### src/rtl/pci_target_dec_fsm.sv
// rtl/pci_target_dec_fsm.sv - PCI target address-phase decoder and transaction sequencer

module pci_target_dec_fsm #(
   parameter int TIMEOUT_CYCLES = 16
) (
   input  logic        PHY_CLK33_I,
   input  logic        PHY_RST_I,
   input  logic        PCI_FRAMEn_I,
   input  logic        PCI_IRDYn_I,
   input  logic        PCI_IDSEL_I,
   input  logic [31:0] PCI_AD_I,
   input  logic [3:0]  PCI_CBEn_I,
   input  logic [31:0] CFG_REG_0x04_I,
   input  logic [31:0] CFG_REG_0x10_I,
   input  logic [31:0] CFG_REG_0x11_I,
   output logic [21:0] PCI_ADD_O,
   output logic        CFG_WR_O,
   output logic        DEFSM_ADD2CFG_O,
   input  logic        DEFSM_CFG_END_I,
   output logic        MEM_SEL_O,
   output logic        MEM_BAR_O,
   output logic        MEM_WR_O,
   input  logic        DEFSM_MEM_END_I,
   output logic        CFG_STATE_ABORT_O,
   output logic        DEFSM_BUSY_O,
   output logic [2:0]  DEFSM_STATE_O
);

   localparam int CW = $clog2(TIMEOUT_CYCLES + 1);
   localparam logic [CW-1:0] CNT_LAST = CW'(TIMEOUT_CYCLES - 1);
   localparam logic [CW-1:0] CNT_ONE  = CW'(1);

   typedef enum logic [2:0] {
      ST_IDLE   = 3'd0,
      ST_CFG    = 3'd1,
      ST_MEM    = 3'd2,
      ST_IGNORE = 3'd3,
      ST_TURN   = 3'd4
   } state_t;

   state_t          state_q, state_d;
   logic            frame_prev_q;
   logic [CW-1:0]   cnt_q, cnt_d;
   logic [21:0]     add_q, add_d;
   logic            cfg_wr_q, cfg_wr_d;
   logic            add2cfg_q, add2cfg_d;
   logic            mem_sel_q, mem_sel_d;
   logic            mem_bar_q, mem_bar_d;
   logic            mem_wr_q, mem_wr_d;
   logic            abort_q, abort_d;
   logic            busy_q, busy_d;

   // Address-phase detection and decode terms
   logic addr_phase;
   logic cfg_cmd, cfg_hit;
   logic mem_cmd, mem_wr_cmd, mem_en, bar0_hit, bar1_hit, mem_hit;
   logic bus_idle;
   logic timeout;

   // A falling FRAME# edge is only meaningful when it was high on the previous clock;
   // after reset frame_prev_q is 0, so a transaction already in flight is never claimed.
   assign addr_phase = (state_q == ST_IDLE) && !PCI_FRAMEn_I && frame_prev_q;

   assign cfg_cmd = (PCI_CBEn_I == 4'b1010) || (PCI_CBEn_I == 4'b1011);
   assign cfg_hit = cfg_cmd && PCI_IDSEL_I && (PCI_AD_I[1:0] == 2'b00);

   assign mem_wr_cmd = (PCI_CBEn_I == 4'b0111) || (PCI_CBEn_I == 4'b1111);
   assign mem_cmd    = mem_wr_cmd || (PCI_CBEn_I == 4'b0110) ||
                       (PCI_CBEn_I == 4'b1100) || (PCI_CBEn_I == 4'b1110);
   assign mem_en     = CFG_REG_0x04_I[1];
   assign bar0_hit   = (PCI_AD_I[31:20] == CFG_REG_0x10_I[31:20]);
   assign bar1_hit   = (PCI_AD_I[31:20] == CFG_REG_0x11_I[31:20]);
   assign mem_hit    = mem_cmd && mem_en && (bar0_hit || bar1_hit);

   assign bus_idle = PCI_FRAMEn_I && PCI_IRDYn_I;
   assign timeout  = (cnt_q == CNT_LAST);

   // Register bits that carry no meaning for this block
   logic unused_cfg_bits;
   assign unused_cfg_bits = ^{CFG_REG_0x04_I[31:2], CFG_REG_0x04_I[0],
                              CFG_REG_0x10_I[19:0], CFG_REG_0x11_I[19:0]};

   // State, counter and registered outputs
   always_ff @(posedge PHY_CLK33_I or posedge PHY_RST_I) begin
      if (PHY_RST_I) begin
         state_q      <= ST_IDLE;
         frame_prev_q <= 1'b0;
         cnt_q        <= '0;
         add_q        <= '0;
         cfg_wr_q     <= 1'b0;
         add2cfg_q    <= 1'b0;
         mem_sel_q    <= 1'b0;
         mem_bar_q    <= 1'b0;
         mem_wr_q     <= 1'b0;
         abort_q      <= 1'b0;
         busy_q       <= 1'b0;
      end else begin
         state_q      <= state_d;
         frame_prev_q <= PCI_FRAMEn_I;
         cnt_q        <= cnt_d;
         add_q        <= add_d;
         cfg_wr_q     <= cfg_wr_d;
         add2cfg_q    <= add2cfg_d;
         mem_sel_q    <= mem_sel_d;
         mem_bar_q    <= mem_bar_d;
         mem_wr_q     <= mem_wr_d;
         abort_q      <= abort_d;
         busy_q       <= busy_d;
      end
   end

   // Next-state and next-output logic; pulses default low, latched fields default to hold
   always_comb begin
      state_d   = state_q;
      cnt_d     = cnt_q;
      add_d     = add_q;
      cfg_wr_d  = cfg_wr_q;
      mem_bar_d = mem_bar_q;
      mem_wr_d  = mem_wr_q;
      add2cfg_d = 1'b0;
      mem_sel_d = 1'b0;
      abort_d   = 1'b0;

      case (state_q)
         ST_IDLE: begin
            if (addr_phase) begin
               add_d = PCI_AD_I[23:2];
               if (cfg_hit) begin
                  cfg_wr_d  = PCI_CBEn_I[0];
                  cnt_d     = '0;
                  add2cfg_d = 1'b1;
                  state_d   = ST_CFG;
               end else if (mem_hit) begin
                  // BAR0 takes priority when both windows match
                  mem_bar_d = !bar0_hit;
                  mem_wr_d  = mem_wr_cmd;
                  cnt_d     = '0;
                  mem_sel_d = 1'b1;
                  state_d   = ST_MEM;
               end else begin
                  state_d = ST_IGNORE;
               end
            end
         end

         ST_CFG: begin
            cnt_d = cnt_q + CNT_ONE;
            if (DEFSM_CFG_END_I) begin
               state_d = ST_TURN;
            end else if (timeout) begin
               abort_d = 1'b1;
               state_d = ST_TURN;
            end
         end

         ST_MEM: begin
            cnt_d     = cnt_q + CNT_ONE;
            mem_sel_d = 1'b1;
            if (DEFSM_MEM_END_I) begin
               mem_sel_d = 1'b0;
               state_d   = ST_TURN;
            end else if (timeout) begin
               mem_sel_d = 1'b0;
               abort_d   = 1'b1;
               state_d   = ST_TURN;
            end
         end

         ST_IGNORE: begin
            if (bus_idle) begin
               state_d = ST_IDLE;
            end
         end

         ST_TURN: begin
            if (bus_idle) begin
               state_d = ST_IDLE;
            end
         end

         default: begin
            state_d = ST_IDLE;
         end
      endcase

      busy_d = (state_d != ST_IDLE);
   end

   assign PCI_ADD_O         = add_q;
   assign CFG_WR_O          = cfg_wr_q;
   assign DEFSM_ADD2CFG_O   = add2cfg_q;
   assign MEM_SEL_O         = mem_sel_q;
   assign MEM_BAR_O         = mem_bar_q;
   assign MEM_WR_O          = mem_wr_q;
   assign CFG_STATE_ABORT_O = abort_q;
   assign DEFSM_BUSY_O      = busy_q;
   assign DEFSM_STATE_O     = state_q;

endmodule

### config.mk
export PLATFORM = sky130hd
export DESIGN_NAME = pci_target_dec_fsm
export DESIGN_NICKNAME = d
export VERILOG_FILES = /design/src/rtl/pci_target_dec_fsm.sv
export SDC_FILE = /design/constraint.sdc
export NUM_CORES = 1
export LEC_CHECK = 0
export CAP_MARGIN = 20
export CORE_MARGIN = 2
export CORE_UTILIZATION = 29
export DETAILED_ROUTE_END_ITERATION = 10
export PLACE_DENSITY_LB_ADDON = 0.1
export SYNTH_ARGS = -nofsm -noshare
export SYNTH_HDL_FRONTEND = slang
export SYNTH_SLANG_ARGS = --single-unit
### constraint.sdc
create_clock -name PHY_CLK33_I -period 1.84 [get_ports PHY_CLK33_I]
set_input_delay 0.276 -clock PHY_CLK33_I [delete_from_list [all_inputs] [get_ports PHY_CLK33_I]]
set_output_delay 0.276 -clock PHY_CLK33_I [all_outputs]
set_load 0.01 [all_outputs]
==> results.cfg <==
[synthesis]
ys_types = 45
synth-seq-cells = 38
syn-num-nets = 320
ys_seq_area_share_pct = 46.5
synth_top_area_share_pct = 46.5
syn_avg_cell_area_um2 = 11.4
synthArstFlopShare_pct = 100
syn_area_um2 = 2040
synth.largest_area_cell = dfrtp_1
syn_inst = 179
yosys_most_used_dff = dfrtp_1
synth-edff-count = 0
synthTopCellsByArea = dfrtp_1 47%, mux2_2 13%, xor2_1 10%, nor4_1 2.8%, o21ai_0 1.7%
yosys_warnings = 0

[sta]
maxSlewViolCount = 0
clock.fmax_mhz = 560
slew-limit-headroom_pct = 73.6
hold_viol_final = 0
rsz0062_at_grt = true
setup_viol = 0
fin_ws_ns = 0.0550
fin_hold_ws_ns = 0.310
period_share_pct = 97.0
finalClockSkew_ns = 0.00484
worst_slew_pin_slew_ns = 0.395
fin_setup_tns_ns = 0
period_minus_slack_ns = 1.78

[power_and_ir_drop]
power_mw = 4.22
leakage_nw = 1.43
power_density_nw_per_um2 = 1220
max-vdd-ir-drop_mv = 0.654

[setup_path]
crit_required_ns = 2.00
crit_path_end = DEFSM_BUSY_O$_DFF_PP0_
crit_type = reg -> reg
crit_chain = ha_2, and3_4, ha_2, or2_2, a22oi_2, o21ai_2, nor2_1, o211ai_2
crit_top_cell = ha_2
r2r_start = cnt_q[0]$_DFFE_PP0P_
path_buf_inv = 0
reg2reg_slack_ns = 0.06
cp-startpoint = cnt_q[0]$_DFFE_PP0P_
cp.depth = 8
cp-end-kind = flop
startpoint_type = flop
critPathTopFamily = simple AND/OR/NAND/NOR gates
critPathMaxFanout = 2
critPathArrivalTime_ns = 1.95
crit_path_top_delay_cell = dfrtp_1
reg2reg_to = DEFSM_BUSY_O$_DFF_PP0_
slowest_delay_ns = 0.40
ff2ff_path_depth = 8

[global_routing]
antenna_found_initial = 0
overflow = 0
grt_pass1_vias = 1923
grt_pass1_wl_um = 9300
track_usage_pct = 15.9
grt_max_degree = 25

[clock_network]
cts-root-buf = clkbuf_8
clk_latency_ns = 0.29
clock-sinks = 38
cts_made_buffers = 5
htreeDepth = 2
clk_pin_slew_ns = 0.08
clock_path_buffers = 2
holdBufCountCts = 0
cts_tree = built

[layout]
final_cell_count_no_fill = 398
final_layout_size_suffix_gt1_share_pct = 24.8
synthToLayoutAreaGrowth_pct = 69.6
n_fill_cell = 642
antenna_cells = 0
nets = 443
final_util_pct = 51.0
final_area_um2 = 3470

[detailed_routing]
first_pass_iters = 4
drt_iter0_markers = 65
wirelength_um = 5770
wire_per_inst_um = 14.5
drc_errors = 0
ant_nets = 0
dr_total_vias = 1833
viasPerCell = 4.61

[floorplanning]
core_area_um2 = 6790
die-width_um = 88.0
ios = 171
dieArea_um2 = 7740
die_y_um = 88.0
initial_core_util_pct = 30.1
placement_rows = 30

[flow_run]
maxCapViolations = 0

[place]
hpwl_um = 4400
port_buffers = 99
pre_cts_ws_ns = -0.246
place_inst = 390
gp_congestion = 0.772
dpl-instance-area_um2 = 3300

[worst_hold_path]
hold_path.class = in -> async

[run_status]
status = completed
==> registers in the layout, indices dropped and copies added, names as in the netlist <==
signal / cells
PCI_ADD_O: 22
MEM_SEL_O: 1
cnt_q: 5
DEFSM_BUSY_O: 1
frame_prev_q: 1
CFG_WR_O: 1
CFG_STATE_ABORT_O: 1
MEM_BAR_O: 1
DEFSM_ADD2CFG_O: 1
DEFSM_STATE_O: 3
MEM_WR_O: 1
==> cell usage after synthesis, types with 3 or more instances <==
| master | instances |
|---|---|
| nor3_1 | 5 |
| nor2b_1 | 4 |
| buf_2 | 4 |
| nor4_1 | 9 |
| xor2_1 | 24 |
| dfrtp_1 | 38 |
| o21ai_0 | 7 |
| nand2_1 | 8 |
| a21oi_1 | 3 |
| nor2_1 | 6 |
| mux2_2 | 23 |
| inv_1 | 4 |
==> power breakdown <==
part           leakage [nW]  switching (mW)  internal [mW]  total [mW]
clock                0.0573           0.294          0.434       0.728
sequential            0.472           0.180           1.16        1.34
combinational         0.904           0.883           1.26        2.14
==> layout by cell type, fill, tap and decap left out, types with 5 or more instances in the layout <==
master	Yosys	final
mux2_2	23	23
nor3_1	5	5
nor2_1	6	6
clkbuf_8	0	6
nand2_1	8	8
o21ai_0	7	7
clkdlybuf4s50_1	0	99
dfrtp_1	38	38
nor4_1	9	6
buf_4	0	22
xor2_1	24	24
==> kinds of logic after synthesis <==
group | share of synthesized area [%]
and+or+nand+nor | 15.1
DFF | 46.5
AOI/OAI and AO/OA | 10.5
xor gates and xnor gates | 10.3
muxes | 12.7
buffers and inverters | 2.81
adders and majority gates | 2.20
==> final cells by class <==
class / count / area, µm² / area share, %
Clock buffer: 6 / 82.6 / 2.38
Clock inverter: 1 / 30.0 / 0.866
Inverter: 5 / 18.8 / 0.541
Multi-Input combinational cell: 129 / 1080 / 31.1
Sequential cell: 38 / 951 / 27.4
Tap cell: 96 / 120 / 3.46
Timing Repair Buffer: 123 / 1190 / 34.2
==> metal layers <==
| layer | up-vias | part of all wire (%) | track usage, % |
|---|---|---|---|
| met5 | - | 0 | 0 |
| met3 | 5 | 10 | 7.82 |
| met2 | 63 | 42 | 21.2 |
| li1 | 888 | - | - |
| met1 | 877 | 47 | 22.5 |
| met4 | 0 | 0.62 | 4.62 |
==> worst reg2reg max path, cell delays in order (launching register included) <==
cell	delay, ns
dfrtp_1	0.40
ha_2	0.18
and3_4	0.17
ha_2	0.17
or2_2	0.30
a22oi_2	0.16
o21ai_2	0.08
nor2_1	0.11
o211ai_2	0.08
==> how the worst min path moves through the flow <==
stage / startpoint / to / slack [ns] / cells after the start
after global routing: PHY_RST_I / PCI_ADD_O[6]$_DFFE_PP0P_ / 0.36 / 3
after CTS: PHY_RST_I / PCI_ADD_O[8]$_DFFE_PP0P_ / 0.31 / 3
after global placement: MEM_BAR_O$_DFFE_PP0P_ / MEM_BAR_O$_DFFE_PP0P_ / 0.47 / 1
after detailed placement: MEM_BAR_O$_DFFE_PP0P_ / MEM_BAR_O$_DFFE_PP0P_ / 0.48 / 1
final: PHY_RST_I / PCI_ADD_O[8]$_DFFE_PP0P_ / 0.31 / 3
after floorplan: PCI_FRAMEn_I / frame_prev_q$_DFF_PP0_ / 0.31 / 0
==> timing repair <==
| item | CTS | global route |
|---|---|---|
| endpoints found under the setup margin | 1 | 9 |
| resized for setup | 2 | 7 |
| setup buffers | 0 | 1 |
| pin swaps | 4 | 4 |
(Power assumes the default switching activity.)
==> RTL edit 1 (same flow settings) <==
Change the parameter `TIMEOUT_CYCLES` from 16 to 32.
--- a/src/rtl/pci_target_dec_fsm.sv
+++ b/src/rtl/pci_target_dec_fsm.sv
@@ -1,7 +1,7 @@
 // rtl/pci_target_dec_fsm.sv - PCI target address-phase decoder and transaction sequencer
 
 module pci_target_dec_fsm #(
-   parameter int TIMEOUT_CYCLES = 16
+   parameter int TIMEOUT_CYCLES = 32
 ) (
    input  logic        PHY_CLK33_I,
    input  logic        PHY_RST_I,
Check against the original RTL: no difference found for any inputs over 10 cycles, from zero or initial values and one cycle with PHY_RST_I high; that may be too few to reach the edited logic, so the function may still have changed.
==> RTL edit 1 against the unedited design <==
The run now ends with setup timing left. Worst setup slack worse by 0.077 ns. Routed wire length shrank 0.21%. Total power up 1.4%. Core utilization is 0.44 points higher. Synthesized area down 3.1%. Highest routed layer unchanged. Design area down 0.25%. Sequential cell count increased by 1. Largest power group unchanged.
==> RTL edit 1: results (changes against the unedited design) <==
metric	value	unit	change
multi-input gates	125		-3.1%
per-cell routed wire length	14.6	µm	+1.1%
final setup fails	2		+2
Total Power	4270	µW	+1.4%
outcome	complete, but fails checks		
dpl ws	-0.783	ns	-0.537 ns
Post-Synth Adder-Cell Area	0.632	%	-1.6 points
clk_skew	0.00908	ns	+0.00424 ns
Clock buf/inv share	3.25	%	+0.0082 points
vias in the first global route	1847		-4.0%
Util after Layout	51.5	%	+0.44 points
via-per-instance ratio	4.78		+3.8%
multiplexer share of the synthesized area	13.1	%	+0.41 points
failing checks	setup timing		
Final WS setup	-0.0222	ns	-0.0772 ns
share of cells above drive strength 1	32.3	%	+7.4 points
Internal Power	2860	µW	about the same
synth cell count leaders	dfrtp_1 (39), xor2_1 (24), mux2_2 (23), nand2_1 (13), nor3_1 (9)		
Post-CTS Setup Bufs	5		+5
Synth area leaders	dfrtp_1 (49%), mux2_2 (13%), xor2_1 (11%), nand2_1 (2.5%), nor3_1 (2.3%)		
Seq area share	28.2	%	+0.83 points
largest net degree at the start of global routing	29		+16%
Clock Buffer Count	5		-1
Cell variety after synth	34		-24%
register area share after synthesis	49.3	%	+2.8 points
Max FO, Critical Path	4		+2
Nets	452		+2.0%
R2R cell count	7		-1
buffering overhead	34.5	%	+0.27 points
Placed Cells	377		-3.3%
multi-input logic area	0.00105	mm²	-3.0%
[RTL edit 1: changes by cell type in the layout (fill, tap and decap cells not counted), sizes merged, moves of 4 or more]
cell and change:
nor3 +4, nor2 -5, nor2b -4, clkdlybuf4s15 +9, clkbuf +11, dlygate4sd2 +8, buf +16, clkdlybuf4s50 -36
[RTL edit 1: logic make-up (layout without fill, tap and decap cells)]
| logic type | count (synthesis) | in the layout |
|---|---|---|
| multiplexers | 23 | 23 |
| adder cells (fa/ha/maj) | 1 | 1 |
| AO/OA/AOI/OAI | 27 | 27 |
| flip-flops | 39 | 39 |
| buffers and inverters | 13 | 149 |
| AND/OR/NAND/NOR | 50 | 50 |
| XOR/XNOR | 24 | 24 |
[RTL edit 1: layer usage]
layer | vias to the layer above | track usage [%] | part of all wire [%]
met5 | - | 0 | 0
met4 | 0 | 4.26 | 1.0
met3 | 6 | 5.90 | 9.5
met2 | 86 | 24.4 | 44
met1 | 876 | 20.1 | 46
li1 | 910 | - | -
==> RTL edit 2 (same settings) <==
Without the edit above. Add an input register stage for `CFG_REG_0x04_I`, with the module's reset; this delays it by one clock. The other inputs are not delayed to match.
--- a/src/rtl/pci_target_dec_fsm.sv
+++ b/src/rtl/pci_target_dec_fsm.sv
@@ -38,6 +38,16 @@
       ST_TURN   = 3'd4
    } state_t;
 
+   logic [31:0] CFG_REG_0x04_I_q;
+
+   always_ff @(posedge PHY_CLK33_I or posedge PHY_RST_I) begin
+      if (PHY_RST_I) begin
+         CFG_REG_0x04_I_q <= '0;
+      end else begin
+         CFG_REG_0x04_I_q <= CFG_REG_0x04_I;
+      end
+   end
+
    state_t          state_q, state_d;
    logic            frame_prev_q;
    logic [CW-1:0]   cnt_q, cnt_d;
@@ -67,7 +77,7 @@
    assign mem_wr_cmd = (PCI_CBEn_I == 4'b0111) || (PCI_CBEn_I == 4'b1111);
    assign mem_cmd    = mem_wr_cmd || (PCI_CBEn_I == 4'b0110) ||
                        (PCI_CBEn_I == 4'b1100) || (PCI_CBEn_I == 4'b1110);
-   assign mem_en     = CFG_REG_0x04_I[1];
+   assign mem_en     = CFG_REG_0x04_I_q[1];
    assign bar0_hit   = (PCI_AD_I[31:20] == CFG_REG_0x10_I[31:20]);
    assign bar1_hit   = (PCI_AD_I[31:20] == CFG_REG_0x11_I[31:20]);
    assign mem_hit    = mem_cmd && mem_en && (bar0_hit || bar1_hit);
@@ -77,7 +87,7 @@
 
    // Register bits that carry no meaning for this block
    logic unused_cfg_bits;
-   assign unused_cfg_bits = ^{CFG_REG_0x04_I[31:2], CFG_REG_0x04_I[0],
+   assign unused_cfg_bits = ^{CFG_REG_0x04_I_q[31:2], CFG_REG_0x04_I_q[0],
                               CFG_REG_0x10_I[19:0], CFG_REG_0x11_I[19:0]};
 
    // State, counter and registered outputs
Function: changed (Yosys sat finds a counterexample within 4 cycles, from zero or initial values and one cycle with PHY_RST_I high).
==> RTL edit 2 against the unedited design <==
Routed wire length fell by 1.0%. Synthesized area rose by 0.24%. Combinational power fell by 6%. Count of clock-buffer cells in the layout fell by 1. Sequential cell count rose by 1. First-iteration DRC count fell by 26%. Worst setup slack improved by 0.071 ns. Total power fell by 2.6%. Design area fell by 0.43%. Highest routed layer unchanged.
==> RTL edit 2: results (changes against the unedited design) <==
metric	value	unit	change
outcome	complete, no violations		
met3 routed WL	497	µm	-16%
Synth Area in XOR/XNOR	10.3	%	-0.025 points
Post-Synth Adder-Cell Area	1.71	%	-0.49 points
P_comb	2010	µW	-6%
Synth top area share	47.6	%	+1.1 points
Die X	88.1	µm	+0.11%
Cell variety after synth	39		-13%
per-cell routed wire length	13.0	µm	-10%
Signal buffers	120		-2.4%
Clock buf/inv share	3.37	%	+0.12 points
WP data arrival	1.88	ns	-0.07 ns
Iter 0 DRT Violations	48		-26%
# diodes	0		unchanged
GRT met1 Usage	20.5	%	-2.0 points
slowest stage cell, crit path	clkdlybuf4s50_1		
Non-clock inverters	3		-2
clk_skew	0.00396	ns	-0.000879 ns
total track usage	15.6	%	-0.33 points
critical path's top delay family	buffers and inverters		
post-DP HPWL	4320	µm	-2.0%
met2 GRT Util	23.8	%	+2.6 points
R2R setup slack	0.13	ns	+0.07 ns
synth cell count leaders	nand2_1 (75), dfrtp_1 (39), xor2_1 (24), nor3_1 (8)		
vias in the first global route	1992		+3.6%
GRT busiest layer	met2		
share of cells above drive strength 1	14.0	%	-11 points
Power Dens Cells	1190	mW/mm²	-2.1%
Max VDD drop	0.000571	V	-13%
GR Util met3	5.75	%	-2.1 points
Clock Buffer Count	5		-1
syn_nets	364		+14%
register area	976	µm²	+2.6%
Max-slew headroom	81.1	%	+7.5 points
buffering overhead	33.6	%	-0.61 points
register area share after synthesis	47.6	%	+1.1 points
multi-input gates	173		+34%
Sw Share	34.9	%	+2.7 points
Nets	483		+9.0%
RePlAce Congestion	0.798		+3.4%
post-synthesis compound-gate area fraction	9.89	%	-0.58 points
Max FO, Critical Path	9		+7
via-per-instance ratio	4.42		-4.0%
flops & latches, synth	39		+2.6%
Sequential Power Share	33.2	%	+1.4 points
largest net degree at the start of global routing	40		+60%
Synth area leaders	dfrtp_1 (48%), nand2_1 (14%), xor2_1 (10%), nor3_1 (2.0%), o21ai_0 (1.7%)		
M1 wire length	2660	µm	-2.5%
global-route wire length before repair	9420	µm	+1.3%
## RTL edit 2: per-stage QoR
step                hold slack [ns]  utilization [%]  worst slack, ns  TNS (ns)
CTS                           0.331             49.9           0.0246         0
finish                        0.331             50.5            0.126         0
global placement              0.457             48.1           -0.223     -2.00
floorplan                     0.307                -          0.00552         0
detailed placement            0.461             48.1           -0.231     -2.08
global route                  0.347             50.5           0.0129         0
## RTL edit 2: final timing paths
check                                  start                   to  cells after the start
setup / recovery                PCI_AD_I[23]             cnt_q[0]                      7
hold reg to reg                 PCI_ADD_O[5]         PCI_ADD_O[5]                      2
hold / removal                     PHY_RST_I        PCI_ADD_O[16]                      3
min in group PHY_CLK33_I   CFG_REG_0x04_I[1]  CFG_REG_0x04_I_q[1]                      1
setup reg to reg                    cnt_q[1]         DEFSM_BUSY_O                      7
max in group asynchronous          PHY_RST_I             cnt_q[2]                      3
## RTL edit 2: timing repair
action	in CTS	in global routing
setup buffers	0	1
resized for setup	3	7
pin swaps	0	3
endpoints found under the setup margin	2	7
